==> src/rtl/imem_loader.sv <==
// -----------------------------------------------------------------------------
// imem_loader
//
// Program loader for the instruction memory of the single-cycle MIPS datapath.
// Consumes a byte stream (valid/ready), reads a 16-bit big-endian word count,
// then assembles big-endian 32-bit instruction words and writes them to the
// instruction memory at consecutive word addresses starting at BASE_ADDR.
// The CPU is held (cpu_hold = 1) until a complete image has been accepted.
//
// Optional feature (compile-time macro IMEM_LOADER_CHECKSUM_EN):
//   a trailing XOR checksum byte over all data bytes is verified before the
//   loader reports done; a mismatch ends in the error state.
//
// Parameters
//   DEPTH_WORDS : instruction-memory capacity in words (1..65535)
//   BASE_ADDR   : byte address of word 0 (4-byte aligned)
//
// Ports
//   clk        in   system clock, rising edge
//   rst_n      in   asynchronous active-low reset
//   start      in   begins a load (honoured in IDLE, DONE, ERR only)
//   in_valid   in   in_data carries a byte
//   in_data    in   [7:0] stream byte
//   in_ready   out  loader accepts a byte this cycle
//   imem_we    out  instruction-memory write strobe (one cycle per word)
//   imem_waddr out  [31:0] byte address of the write
//   imem_wdata out  [31:0] instruction word
//   cpu_hold   out  stall PC/CPU while high
//   done       out  load completed successfully (level)
//   err        out  load rejected (level)
// -----------------------------------------------------------------------------
module imem_loader #(
  parameter int unsigned DEPTH_WORDS = 64,
  parameter logic [31:0] BASE_ADDR   = 32'h0000_0000
) (
  input  logic        clk,
  input  logic        rst_n,
  input  logic        start,
  input  logic        in_valid,
  input  logic [7:0]  in_data,
  output logic        in_ready,
  output logic        imem_we,
  output logic [31:0] imem_waddr,
  output logic [31:0] imem_wdata,
  output logic        cpu_hold,
  output logic        done,
  output logic        err
);

`ifdef IMEM_LOADER_CHECKSUM_EN
  typedef enum logic [2:0] {
    S_IDLE, S_LEN_HI, S_LEN_LO, S_DATA, S_DONE, S_ERR, S_CHK
  } state_t;
`else
  typedef enum logic [2:0] {
    S_IDLE, S_LEN_HI, S_LEN_LO, S_DATA, S_DONE, S_ERR
  } state_t;
`endif

  state_t      state_q, state_d;
  logic [7:0]  len_hi_q, len_hi_d;
  logic [15:0] len_q, len_d;
  logic [15:0] idx_q, idx_d;
  logic [1:0]  bcnt_q, bcnt_d;
  logic [23:0] asm_q, asm_d;     // first three bytes of the word in flight
  logic        we_q, we_d;
  logic [31:0] waddr_q, waddr_d;
  logic [31:0] wdata_q, wdata_d;
`ifdef IMEM_LOADER_CHECKSUM_EN
  logic [7:0]  csum_q, csum_d;
`endif

  logic        accept;
  logic [15:0] n_w;
  logic [31:0] word_off;

  assign accept   = in_valid & in_ready;
  // Word count as it becomes known on the LEN_LO byte.
  assign n_w      = {len_hi_q, in_data};
  assign word_off = {14'd0, idx_q, 2'b00};

  // Handshake and status outputs are pure decodes of the registered state,
  // so cpu_hold/done/err change on the same edge that enters DONE or ERR.
  always_comb begin
    in_ready = 1'b0;
    case (state_q)
      S_LEN_HI, S_LEN_LO, S_DATA: in_ready = 1'b1;
`ifdef IMEM_LOADER_CHECKSUM_EN
      S_CHK:                      in_ready = 1'b1;
`endif
      default:                    in_ready = 1'b0;
    endcase
  end

  assign cpu_hold   = (state_q != S_DONE);
  assign done       = (state_q == S_DONE);
  assign err        = (state_q == S_ERR);
  assign imem_we    = we_q;
  assign imem_waddr = waddr_q;
  assign imem_wdata = wdata_q;

  always_comb begin
    state_d  = state_q;
    len_hi_d = len_hi_q;
    len_d    = len_q;
    idx_d    = idx_q;
    bcnt_d   = bcnt_q;
    asm_d    = asm_q;
    we_d     = 1'b0;
    waddr_d  = waddr_q;
    wdata_d  = wdata_q;
`ifdef IMEM_LOADER_CHECKSUM_EN
    csum_d   = csum_q;
`endif

    case (state_q)
      S_IDLE, S_DONE, S_ERR: begin
        if (start) begin
          state_d = S_LEN_HI;
          idx_d   = 16'd0;
          bcnt_d  = 2'd0;
`ifdef IMEM_LOADER_CHECKSUM_EN
          csum_d  = 8'd0;
`endif
        end
      end

      S_LEN_HI: begin
        if (accept) begin
          len_hi_d = in_data;
          state_d  = S_LEN_LO;
        end
      end

      S_LEN_LO: begin
        if (accept) begin
          len_d = n_w;
          if (n_w == 16'd0) begin
`ifdef IMEM_LOADER_CHECKSUM_EN
            state_d = S_CHK;
`else
            state_d = S_DONE;
`endif
          end else if ({16'd0, n_w} > DEPTH_WORDS) begin
            state_d = S_ERR;
          end else begin
            state_d = S_DATA;
          end
        end
      end

      S_DATA: begin
        if (accept) begin
`ifdef IMEM_LOADER_CHECKSUM_EN
          csum_d = csum_q ^ in_data;
`endif
          bcnt_d = bcnt_q + 2'd1;
          asm_d  = {asm_q[15:0], in_data};
          if (bcnt_q == 2'd3) begin
            we_d    = 1'b1;
            waddr_d = BASE_ADDR + word_off;
            wdata_d = {asm_q, in_data};
            idx_d   = idx_q + 16'd1;
            if (idx_q == len_q - 16'd1) begin
`ifdef IMEM_LOADER_CHECKSUM_EN
              state_d = S_CHK;
`else
              state_d = S_DONE;
`endif
            end
          end
        end
      end

`ifdef IMEM_LOADER_CHECKSUM_EN
      S_CHK: begin
        if (accept) begin
          state_d = (in_data == csum_q) ? S_DONE : S_ERR;
        end
      end
`endif

      default: state_d = S_IDLE;
    endcase
  end

  always_ff @(posedge clk or negedge rst_n) begin
    if (!rst_n) begin
      state_q  <= S_IDLE;
      len_hi_q <= 8'd0;
      len_q    <= 16'd0;
      idx_q    <= 16'd0;
      bcnt_q   <= 2'd0;
      asm_q    <= 24'd0;
      we_q     <= 1'b0;
      waddr_q  <= 32'd0;
      wdata_q  <= 32'd0;
`ifdef IMEM_LOADER_CHECKSUM_EN
      csum_q   <= 8'd0;
`endif
    end else begin
      state_q  <= state_d;
      len_hi_q <= len_hi_d;
      len_q    <= len_d;
      idx_q    <= idx_d;
      bcnt_q   <= bcnt_d;
      asm_q    <= asm_d;
      we_q     <= we_d;
      waddr_q  <= waddr_d;
      wdata_q  <= wdata_d;
`ifdef IMEM_LOADER_CHECKSUM_EN
      csum_q   <= csum_d;
`endif
    end
  end

endmodule

==> config.mk <==
export PLATFORM = sky130hd
export DESIGN_NAME = imem_loader
export DESIGN_NICKNAME = d
export VERILOG_FILES = /design/src/rtl/imem_loader.sv
export SDC_FILE = /design/constraint.sdc
export NUM_CORES = 1
export LEC_CHECK = 0
export BUFFER_PORTS_ARGS = -buffer_cell sky130_fd_sc_hd__clkbuf_2
export CAP_MARGIN = 20
export CORE_MARGIN = 2
export CORE_UTILIZATION = 58
export CTS_CLUSTER_DIAMETER = 50
export CTS_CLUSTER_SIZE = 8
export DETAILED_ROUTE_END_ITERATION = 16
export PLACE_DENSITY = 0.81
export RECOVER_POWER = 100
export SLEW_MARGIN = 20
export SYNTH_ARGS = -nofsm -noshare
export SYNTH_HDL_FRONTEND = slang
export SYNTH_SLANG_ARGS = --single-unit
==> constraint.sdc <==
create_clock -name clk -period 4.7 [get_ports clk]
set_clock_uncertainty 0.15 [all_clocks]
set_input_delay 1.175 -clock clk [delete_from_list [all_inputs] [get_ports clk]]
set_output_delay 1.175 -clock clk [all_outputs]
set_load 0.01 [all_outputs]
==> results.ini <==
[floorplan]
core_area_um2=9150
initial_utilization_pct=59.2
fp-row-count=35
ios=81
die_y_um=101
die_x_um=101
fp.dieArea_um2=10100

[timing]
max_slew_margin_pct=-25.9
finalHoldViolations=0
setup_viol=0
min_period_ps=3560
rsz0062_at_grt=no
totalNegativeSetupSlack_ps=0
tightest_slew_ps=1890
slew_violations=77
finalCritPeriodShare_pct=75.6
fmax_mhz=281

[setup_path]
crit_type=primary input to flip-flop
cp_data_required_time_ps=5000
cp.arrival_ps=3860
crit_path_start_kind=primary input
cp_max_fo=36
endpoint_kind=flip-flop

[routing]
ant_nets=0
firstDrtPassIters=5
route.detailed.drc=0
routed_wl_um=11800
vias=4063
wl_per_cell_um=16.5
vias_per_cell=5.67
drt_first_iter_violations=214

[yosys]
synthAdderAreaFrac_pct=0.693
synth_simple_gate_area_share_pct=20.5
synth.ff_latch_count=118
synth_compound_area_share_pct=4.50
ys_seq_area_share_pct=54.5
synth.avg_cell_area_um2=10.2
synth_area_leaders=dfrtp_1 54%, nand2_1 11%, mux2_2 9.6%
synth_top_family_by_area=simple AND/OR/NAND/NOR gates
synth_area_leader_cell=dfrtp_1
synthFlopType=dfrtp_1
synthXorXnorAreaFrac_pct=5.33
synth_top_area_share_pct=54.5
synth.area.mux_share_pct=9.74
netlist_instances=532
synth_cell_types=52
syn_area_um2=5420
synth-async-reset-ratio_pct=100
yosys_warnings=0
synth_edf_count=0

[cts]
htreeDepth=4
clock_latency_ps=520
clk_path_buf_depth=2
clk_pin_slew_ps=60
cts_sinks=118
tritoncts=built
clockRootBuffer=clkbuf_8
holdBufCountCts=0
post_cts_resized=0
cts_buffers=17
postCtsSetupBuffers=0

[final_layout]
ff_latch_area_um2=2950
syn_to_final_growth_pct=14.9
post-route-cell-area_um2=6230
drive_gt1_share_pct=15.2
layoutNonFillerInstCount=716
fill_cells=689
final_common_cell=nand2_1
n_antenna_cell=0
multi_input_area_um2=2240
final_nets=607
layout.cells.most_common_list=160 x nand2_1, 118 x dfrtp_1, 59 x clkbuf_1, 46 x mux2_2, 25 x nor2_1

[global_routing]
antenna_found_initial=0
grt_pass1_wl_um=19700
grt_max_degree=77
grt.overflow.total=0
grt.total_usage_pct=25.2
grt_pass1_vias=3987

[power]
p_leak_uw=0.00296
power_density_nw_per_um2=631
ir_drop_mv=0.418

[place]
place.gp.congestion=0.905
dp.cells=684
port_buffers=64
dpl.hpwl_um=7930
dpl_cell_area_um2=5750

[outcome]
failed_checks=max-capacitance violations, max-slew violations
outcome=finished, violations left

[flow_run]
drv_cap=2

[worst_hold_path]
holdCritPathClass=flip-flop to flip-flop

==> per-layer routing <==
layer | routed length, um | track usage (%)
met3 | 532 | 4.30
met1 | 5220 | 34.0
met2 | 5800 | 40.3
met4 | 284 | 11.3
met5 | 0 | 0
==> cells by family after synthesis <==
| logic type | count (synthesis) |
|---|---|
| adder cells (fa/ha/maj) | 3 |
| AO/OA/AOI/OAI | 35 |
| flip-flops | 118 |
| buffers and inverters | 50 |
| AND/OR/NAND/NOR | 245 |
| XOR/XNOR | 33 |
| other | 1 |
| multiplexers | 47 |
==> Yosys cell counts (2+ instances only) <==
library cell,number
nor2b_1,4
nand3_1,11
nor4_1,7
a211oi_1,2
nand2b_1,3
clkbuf_1,25
xor2_1,17
or4_1,4
and2_1,3
ha_1,3
o2111ai_1,2
nor3_1,3
xnor2_1,16
nor2_1,25
inv_1,6
o31ai_1,2
dfrtp_1,118
and3_1,5
o211ai_1,2
a21oi_1,4
or4_4,2
o21ai_0,12
or3_1,4
nand2_1,160
buf_4,16
mux2_2,46
nand4_1,5
==> worst max-delay path, stage by stage <==
cell and delay (ps):
clkbuf_1 170, nand4b_1 170, or2_2 530, clkinv_1 340, clkbuf_1 1120, nand2_1 230
nand2_1 120
==> where the power goes <==
part / switching [uW] / internal (uW) / leakage [uW]
Clock: 474 / 825 / 0.000288
Combinational: 503 / 476 / 0.00114
Sequential: 317 / 1340 / 0.00153
==> state kept, by name, indices dropped and copies added (netlist names) <==
signal,cells
imem_waddr,16
bcnt_q,2
len_q,16
idx_q,16
imem_wdata,32
len_hi_q,8
state_q,3
asm_q,24
imem_we,1
==> through the flow <==
step           power, uW  hold slack (ps)  utilization (%)  setup slack [ps]
3_5_place_dp        2680              307             62.8              1410
2_1_floorplan       2360              283                -              1730
3_3_place_gp        2600              301             62.8              1420
4_1_cts             3990              325             69.4              1660
5_1_grt             4150              347             68.1               833
6_report            3930              322             68.1              1140
==> worst paths after layout <==
path	from	cells after the start	end	slack [ps]
max	in_valid	7	imem_wdata[25]	1140
min in group asynchronous	rst_n	1	imem_wdata[8]	1000
max in group asynchronous	rst_n	2	len_hi_q[2]	1430
min	asm_q[21]	2	imem_wdata[29]	320
max reg2reg	state_q[1]	6	imem_wdata[25]	1410
min reg2reg	asm_q[21]	2	imem_wdata[29]	320
==> area by class of cell <==
| class | instances | area share, % |
|---|---|---|
| repair buffers | 69 | 4.36 |
| well taps | 111 | 2.23 |
| clock buffers | 18 | 6.87 |
| inverters | 7 | 0.422 |
| clock inverters | 14 | 2.81 |
| flip-flops and latches | 118 | 47.4 |
| multi-input cells | 379 | 35.9 |
Power figures use the tool's default switching activity.
